**config.mk**
```make
export PLATFORM = sky130hd
export DESIGN_NAME = avmm_cmd_master
export DESIGN_NICKNAME = d
export VERILOG_FILES = /design/src/rtl/avmm_pkg.sv /design/src/rtl/avmm_watchdog.sv /design/src/rtl/avmm_cmd_master.sv
export SDC_FILE = /design/constraint.sdc
export NUM_CORES = 1
export LEC_CHECK = 0
export BUFFER_PORTS_ARGS = -buffer_cell sky130_fd_sc_hd__buf_2
export CORE_MARGIN = 1.5
export CORE_UTILIZATION = 43
export DETAILED_ROUTE_END_ITERATION = 7
export HOLD_SLACK_MARGIN = 0.08
export PLACE_DENSITY_LB_ADDON = 0.2
export SETUP_SLACK_MARGIN = 0.2
export SLEW_MARGIN = 10
export SYNTH_ARGS = -nofsm -noshare
export SYNTH_HDL_FRONTEND = slang
export SYNTH_HIERARCHICAL = 1
export SYNTH_SLANG_ARGS = --single-unit
```
**constraint.sdc**
```tcl
create_clock -name i_clk -period 2.2 [get_ports i_clk]
set_clock_uncertainty 0.05 [all_clocks]
set_input_delay 0.33 -clock i_clk [delete_from_list [all_inputs] [get_ports i_clk]]
set_output_delay 0.33 -clock i_clk [all_outputs]
set_load 0.1 [all_outputs]
```
**src/rtl/avmm_pkg.sv**
```systemverilog
// Shared state encoding and helpers for the Avalon-MM command master.
package avmm_pkg;

    typedef enum logic [2:0] {
        StIdle,
        StWr,
        StRd,
        StRdWait,
        StRsp
    } avmm_state_e;

    // States in which a bus transfer is in flight and the watchdog runs.
    function automatic logic is_bus_state(input avmm_state_e s);
        return (s == StWr) || (s == StRd) || (s == StRdWait);
    endfunction

endpackage

```
**src/rtl/avmm_watchdog.sv**
```systemverilog
// Saturating cycle counter that flags the last cycle a bus state may take.
module avmm_watchdog #(
    parameter int unsigned TIMEOUT = 1023
) (
    input  logic i_clk,
    input  logic i_reset,
    input  logic i_clear,
    input  logic i_enable,
    output logic o_expired
);

    localparam int unsigned CntW = (TIMEOUT > 0) ? $clog2(TIMEOUT + 1) : 1;
    localparam logic [CntW-1:0] Limit = CntW'((TIMEOUT > 0) ? TIMEOUT - 1 : 0);

    logic [CntW-1:0] r_count;

    always_ff @(posedge i_clk or posedge i_reset) begin
        if (i_reset) begin
            r_count <= '0;
        end else if (i_clear) begin
            r_count <= '0;
        end else if (i_enable && (r_count != '1)) begin
            r_count <= r_count + 1'b1;
        end
    end

    // Expires in the cycle whose increment brings the count to TIMEOUT.
    assign o_expired = (TIMEOUT != 0) && i_enable && (r_count >= Limit);

endmodule

```
**src/rtl/avmm_cmd_master.sv**
```systemverilog
// Avalon-MM master turning a valid/ready command stream into single bus transfers.
module avmm_cmd_master
    import avmm_pkg::*;
#(
    parameter int unsigned ADDR_W  = 4,
    parameter int unsigned DATA_W  = 32,
    parameter int unsigned USE_RDV = 0,
    parameter int unsigned TIMEOUT = 1023
) (
    input  logic              i_clk,
    input  logic              i_reset,
    input  logic              i_cmd_valid,
    output logic              o_cmd_ready,
    input  logic              i_cmd_write,
    input  logic [ADDR_W-1:0] i_cmd_addr,
    input  logic [DATA_W-1:0] i_cmd_wdata,
    output logic              o_rsp_valid,
    input  logic              i_rsp_ready,
    output logic [DATA_W-1:0] o_rsp_rdata,
    output logic              o_rsp_err,
    output logic [ADDR_W-1:0] o_avm_address,
    output logic              o_avm_read,
    output logic              o_avm_write,
    output logic [DATA_W-1:0] o_avm_writedata,
    input  logic [DATA_W-1:0] i_avm_readdata,
    input  logic              i_avm_waitrequest,
    input  logic              i_avm_readdatavalid
);

    typedef struct packed {
        logic              write;
        logic [ADDR_W-1:0] addr;
        logic [DATA_W-1:0] wdata;
    } cmd_t;

    typedef struct packed {
        logic [DATA_W-1:0] rdata;
        logic              err;
    } rsp_t;

    avmm_state_e r_state;
    cmd_t        r_cmd;
    rsp_t        r_rsp;
    logic        r_cmd_ready;
    logic        r_rsp_valid;
    logic        r_avm_read;
    logic        r_avm_write;

    logic w_cmd_fire;
    logic w_wd_enable;
    logic w_wd_expired;

    assign w_cmd_fire  = i_cmd_valid && r_cmd_ready;
    assign w_wd_enable = is_bus_state(r_state);

    avmm_watchdog #(
        .TIMEOUT(TIMEOUT)
    ) u_watchdog (
        .i_clk    (i_clk),
        .i_reset  (i_reset),
        .i_clear  (w_cmd_fire),
        .i_enable (w_wd_enable),
        .o_expired(w_wd_expired)
    );

    always_ff @(posedge i_clk or posedge i_reset) begin
        if (i_reset) begin
            r_state     <= StIdle;
            r_cmd       <= '0;
            r_rsp       <= '0;
            r_cmd_ready <= 1'b0;
            r_rsp_valid <= 1'b0;
            r_avm_read  <= 1'b0;
            r_avm_write <= 1'b0;
        end else begin
            unique case (r_state)
                StIdle: begin
                    r_cmd_ready <= !w_cmd_fire;
                    if (w_cmd_fire) begin
                        r_cmd.write <= i_cmd_write;
                        r_cmd.addr  <= i_cmd_addr;
                        r_cmd.wdata <= i_cmd_wdata;
                        r_avm_write <= i_cmd_write;
                        r_avm_read  <= !i_cmd_write;
                        r_state     <= i_cmd_write ? StWr : StRd;
                    end
                end
                // A transfer completing in the watchdog's last cycle still counts as done.
                StWr: begin
                    if (!i_avm_waitrequest || w_wd_expired) begin
                        r_avm_write <= 1'b0;
                        r_rsp.rdata <= '0;
                        r_rsp.err   <= i_avm_waitrequest;
                        r_rsp_valid <= 1'b1;
                        r_state     <= StRsp;
                    end
                end
                StRd: begin
                    if (!i_avm_waitrequest) begin
                        r_avm_read <= 1'b0;
                        if ((USE_RDV == 0) || i_avm_readdatavalid) begin
                            r_rsp.rdata <= i_avm_readdata;
                            r_rsp.err   <= 1'b0;
                            r_rsp_valid <= 1'b1;
                            r_state     <= StRsp;
                        end else begin
                            r_state <= StRdWait;
                        end
                    end else if (w_wd_expired) begin
                        r_avm_read  <= 1'b0;
                        r_rsp.rdata <= '0;
                        r_rsp.err   <= 1'b1;
                        r_rsp_valid <= 1'b1;
                        r_state     <= StRsp;
                    end
                end
                StRdWait: begin
                    if (i_avm_readdatavalid || w_wd_expired) begin
                        r_rsp.rdata <= i_avm_readdatavalid ? i_avm_readdata : '0;
                        r_rsp.err   <= !i_avm_readdatavalid;
                        r_rsp_valid <= 1'b1;
                        r_state     <= StRsp;
                    end
                end
                StRsp: begin
                    if (i_rsp_ready) begin
                        r_rsp_valid <= 1'b0;
                        r_cmd_ready <= 1'b1;
                        r_state     <= StIdle;
                    end
                end
                default: begin
                    r_state <= StIdle;
                end
            endcase
        end
    end

    assign o_cmd_ready     = r_cmd_ready;
    assign o_rsp_valid     = r_rsp_valid;
    assign o_rsp_rdata     = r_rsp.rdata;
    assign o_rsp_err       = r_rsp.err;
    assign o_avm_address   = r_cmd.addr;
    assign o_avm_read      = r_avm_read;
    assign o_avm_write     = r_avm_write;
    assign o_avm_writedata = r_cmd.wdata;

endmodule

```
# [After elaboration in Yosys (flattened, before gate mapping)]
# Cells that the tools add are included.
[op_classes] addsub=1 magnitude_cmp=1 n_eq_ne=10 mux=31 reduce_logical=25
[ops] op="$mux 33" n=4
[ops] op="$pmux 33 s3" n=1
[ops] op="$mux 32" n=1
[ops] op="$mux 10" n=2
[ops] op="$mux 3" n=6
[ops] op="$pmux 3 s5" n=1
[ops] op="$mux 1" n=11
[ops] op="$add 10x1->10 const B" n=1
[ops] op="$ge 10x10->1 const B" n=1
[ops] op="$ne 10x10->1 const B" n=1
[ops] op="$reduce_and 5->1" n=2
[ops] op="$reduce_bool 2->1" n=4
[ops] op="$eq 3x2->1 const B" n=2
[ops] op="$pmux 1 s2" n=3
[ops] op="$reduce_and 3->1" n=2
[ops] op="$logic_not 1->1" n=4
[ops] op="$logic_or 1x1->1" n=4
[ops] op="$ne 2x1->1 const B" n=2
[ops] op="$ne 2x2->1 const B" n=2
[ops] op="$pmux 1 s4" n=1
[ops] op="$reduce_and 2->1" n=2
[ops] op="$reduce_and 4->1" n=1
[ops] op="$reduce_bool 4->1" n=1
[ops] op="$eq 3x1->1 const B" n=1
[ops] op="6 further kinds" n=8
[totals] register_bits=86 inputBits=75 elab_cells=78

# [Depth between registers and ports, before layout]
[depth] depth_word=7 mapped_depth=10 mapped_depth_nobuf=8

# [Cells and area by module]
# Netlist, hierarchy kept.
[by_module_without_submodules] mod="avmm_cmd_master" instances=1 cells_each=192 area_each_um2=2896.5 seq_area_each_um2=1901.8
[by_module_without_submodules] mod="avmm_watchdog" instances=1 cells_each=74 area_each_um2=684.4 seq_area_each_um2=250.2

# [Least setup slack after synthesis]
# Ideal clock, no wire load.
[synth_path] kind="reg-to-reg" startpoint="register r_cmd_ready, in the netlist o_cmd_ready" endpoint="register r_cmd, in the netlist o_avm_writedata[10]" setup_ns=0.125 arrival_ns=1.984 required_ns=2.025 setup_slack_ns=0.040 path_stages_with_launch=6 path_buffers=2 period_less_slack_ns=2.160 path_cell_list="dfrtp_1 nand2_1 nor4_2 buf_4 buf_6 mux2_2"
[synth_between] elab_chain_len=2
[synth_lines] element="start: declaration" line="avmm_cmd_master.sv:44" text="logic r_cmd_ready;"
[synth_lines] element="start signal: assignment" line="avmm_cmd_master.sv:78" text="r_cmd_ready <= !w_cmd_fire;"
[synth_lines] element="$logic_and 1x1->1" line="avmm_cmd_master.sv:53" text="assign w_cmd_fire = i_cmd_valid && r_cmd_ready;"
[synth_lines] element="$reduce_and 2->1 (no line)"
[synth_lines] element="end: declaration" line="avmm_cmd_master.sv:42" text="cmd_t r_cmd;"
# Every way passes these cells.
# A chain may end at the register's enable or synchronous reset.

# [Final worst setup path]
[layout_path] startpoint="register u_watchdog.r_count[7]" endpoint="register r_rsp, in the netlist o_rsp_rdata[14]"
[layout_between] elab_chain_len=5 elab_cells_between_ends=8 classes_between="1 x order compare; 3 x eq/ne; 4 x reduce/logical"
[layout_lines] element="start: declaration" line="avmm_watchdog.sv:15" text="logic [CntW-1:0] r_count;"
[layout_lines] element="start signal: assignment" line="avmm_watchdog.sv:23" text="r_count <= r_count + 1'b1;"
[layout_lines] element="$ge 10x10->1 *" line="avmm_watchdog.sv:28" text="assign o_expired = (TIMEOUT != 0) && i_enable && (r_count >= Limit);"
[layout_lines] element="$logic_and 1x1->1 *" line="avmm_watchdog.sv:28"
[layout_lines] element="net w_wd_expired" line="avmm_cmd_master.sv:51" text="logic w_wd_expired;"
[layout_lines] element="$logic_or 1x1->1 (on tied branches)" line="avmm_cmd_master.sv:118, avmm_cmd_master.sv:90"
[layout_lines] element="$ne 2x1->1 (no line)"
[layout_lines] element="$reduce_and 4->1 (no line) *"
[layout_lines] element="end: declaration" line="avmm_cmd_master.sv:43" text="rsp_t r_rsp;"
# The timed path passes the listed nets; every way through them passes the cells marked *.

==> flow_summary.yaml <==
outcome:
  status: "finished, final reports clean"
synth:
  ys.flop_type: "dfrtp_1"
  async_reset_ff_share_pct: 100
  synth_top_area_share_pct: 60.1
  syn_nets: 343
  synth_edf_count: 0
  avgSynthCellArea_um2: 13.5
  synth.largest_area_cell: "dfrtp_1"
  synth_cell_types: 42
  synth.yosys.warnings: 6
  synthesis.area_um2: 3580
  netlist_top_cells_area: "dfrtp_1 (60%), mux2_2 (11%), a22o_1 (7.8%)"
  ys_seq_area_share_pct: 60.1
  synthCells: 266
  synth_seq_cells: 86
clocking:
  cts_tree: "done"
  cts_root_buf: "clkbuf_8"
  numCtsBuffers: 9
  clockBufferDepth: 2
  clk_pin_slew_ns: 0.09
  clock_latency_ns: 0.35
  h-tree-depth: 3
  cts_num_sinks: 86
finish:
  num-fill-cells: 693
  final_cell_mix: "buf_2 (147), dfrtp_1 (85), mux2_2 (36), a22o_1 (32), buf_4 (21)"
  final_area_um2: 4880
  final_nets: 515
  final_common_cell: "buf_2"
  drive_gt1_share_pct: 53.7
  antenna_cells: 0
  area_growth_syn_to_layout_pct: 36.4
  finalCoreUtilization_pct: 60.1
worst_setup_path:
  crit_start: "u_watchdog/r_count[7]"
  endpoint: "o_rsp_rdata[14]"
  required_ns: 2.38
  r2r_start: "u_watchdog/r_count[7]"
  cp-start-kind: "flop"
  r2r_end: "o_rsp_rdata[14]"
  rr_worst_depth: 8
  r2r_slack_ns: 0.28
  crit_path_end_kind: "flop"
  cp.arrival_ns: 2.10
  path_class: "flop to flop"
  worstPathMaxFanout: 9
sta:
  maxSlewViolCount: 0
  hold_viol: 0
  worstMarginPinSlew_ns: 0.537
  worst_slack_ns: 0.276
  layout_min_cycle_time_ns: 1.92
  relSlewSlack_pct: 64.2
  setup_tns_ns: 0
  rsz0062_at_grt: "false"
  setup_viol: 0
  fmax_mhz: 520
  min_period_over_period_pct: 87.4
placement:
  hpwl_mm: 5.83
  routabilityCongestion: 0.827
  port-buffer-count: 147
  placed_area_um2: 4540
  pre_cts_ws_ns: 0.0451
routing:
  detail_route.wl_per_cell_um: 15.4
  wl_mm: 8.42
  drt_iter0_markers: 121
  drt_pass1_iterations: 4
  ant_nets: 0
  via_per_inst: 5.16
  remaining_drc_errors: 0
  vias: 2829
global_routing:
  antenna_found_initial: 0
  gr-total-overflow: 0
  grt_usage_pct: 19.1
  grt_max_degree: 38
  grt_pass1_vias: 2761
  grt_pass1_wl_mm: 13.1
floorplanning:
  start_util_pct: 44.0
  num_rows: 33
  die_x_um: 94.3
  die_y_um: 94.3
  die-area_um2: 8880
  core_um2: 8130
  io_pins: 148
min_path:
  hp-class: "primary input to flop"
  min_path_cells: 2
flow_run:
  cap_violations: 0
worst max-delay path, cell delays in order (launching register included):
cell and delay, ns:
dfrtp_1 0.43, nand3_2 0.10, or3_4 0.40, nor2_4 0.10
nor2b_1 0.07, o21ai_2 0.15, buf_6 0.16, o21ai_4 0.11
a22o_1 0.23
registers in the layout (all words and copies together), names as in the netlist:
register / cells
r_state: 3
u_watchdog/r_count: 10
o_avm_writedata: 32
o_avm_read: 1
o_rsp_err: 1
o_rsp_rdata: 32
o_cmd_ready: 1
o_avm_write: 1
o_rsp_valid: 1
o_avm_address: 4
timing repair:
action,4_1_cts,5_1_grt
buffers inserted,2,1
gates cloned,2,1
endpoints found under the setup margin,34,36
pin swaps,2,0
hold buffers,1,0
resized for setup,2,10
endpoints found under the hold margin,29,0
worst min-delay path by stage:
stage	from	endpoint	slack, ns
final	i_avm_readdata[18]	o_rsp_rdata[18]	0.14
after global routing	i_avm_readdata[28]	o_rsp_rdata[28]	0.13
after detailed placement	i_reset	u_watchdog/r_count[2]	0.32
after floorplan	i_reset	u_watchdog/r_count[0]	0.12
after global placement	i_reset	u_watchdog/r_count[2]	0.32
after CTS	i_cmd_wdata[1]	o_avm_writedata[1]	0.13
layout make-up:
| class | instances | area, um^2 | area share [%] |
|---|---|---|---|
| Sequential cell | 86 | 2150 | 44.1 |
| Multi-Input combinational cell | 160 | 1410 | 28.9 |
| Timing Repair Buffer | 171 | 935 | 19.1 |
| Clock buffer | 12 | 155 | 3.18 |
| Tap cell | 105 | 131 | 2.69 |
| Clock inverter | 4 | 55.1 | 1.13 |
| Inverter | 10 | 41.3 | 0.845 |
per-stage QoR:
step | hold slack [ns] | cells
6_report | 0.140 | 548
5_1_grt | 0.131 | 548
4_1_cts | 0.128 | 546
3_5_place_dp | 0.320 | 525
3_3_place_gp | 0.318 | 525
2_1_floorplan | 0.120 | 266
synthesized netlist by cell type (3+ instances only):
| cell | number |
|---|---|
| o31ai_1 | 3 |
| a21oi_1 | 5 |
| a211oi_1 | 6 |
| buf_6 | 3 |
| dfrtp_1 | 86 |
| mux2_2 | 36 |
| or4_1 | 3 |
| nor2b_1 | 5 |
| nand3_1 | 6 |
| inv_1 | 10 |
| buf_4 | 4 |
| a22o_1 | 32 |
| nand2_1 | 8 |
| nor2_1 | 12 |
| buf_2 | 5 |
| o21ai_0 | 3 |
| mux2_1 | 4 |
| o311ai_0 | 3 |
| nand2b_1 | 4 |
metal layers:
metal | global-route usage (%) | wire length (um) | up-vias
li1 | - | - | 1335
met1 | 23.7 | 3650 | 1398
met2 | 32.3 | 4140 | 86
met3 | 4.13 | 519 | 10
met4 | 7.09 | 101 | 0
met5 | 0 | 0 | -
kinds of logic (layout without fill, tap and decap cells):
| kind of cell | Yosys count | count (layout) | synth area share [%] |
|---|---|---|---|
| AOI/OAI and AO/OA | 65 | 68 | 15.1 |
| muxes | 41 | 41 | 12.9 |
| buffers and inverters | 23 | 197 | 3.63 |
| DFF | 86 | 86 | 60.1 |
| and+or+nand+nor | 49 | 49 | 7.65 |
| adders and majority gates | 2 | 2 | 0.699 |
Power is not shown: default switching activity piles up to over one toggle a cycle in this logic, so the estimate is an artifact.
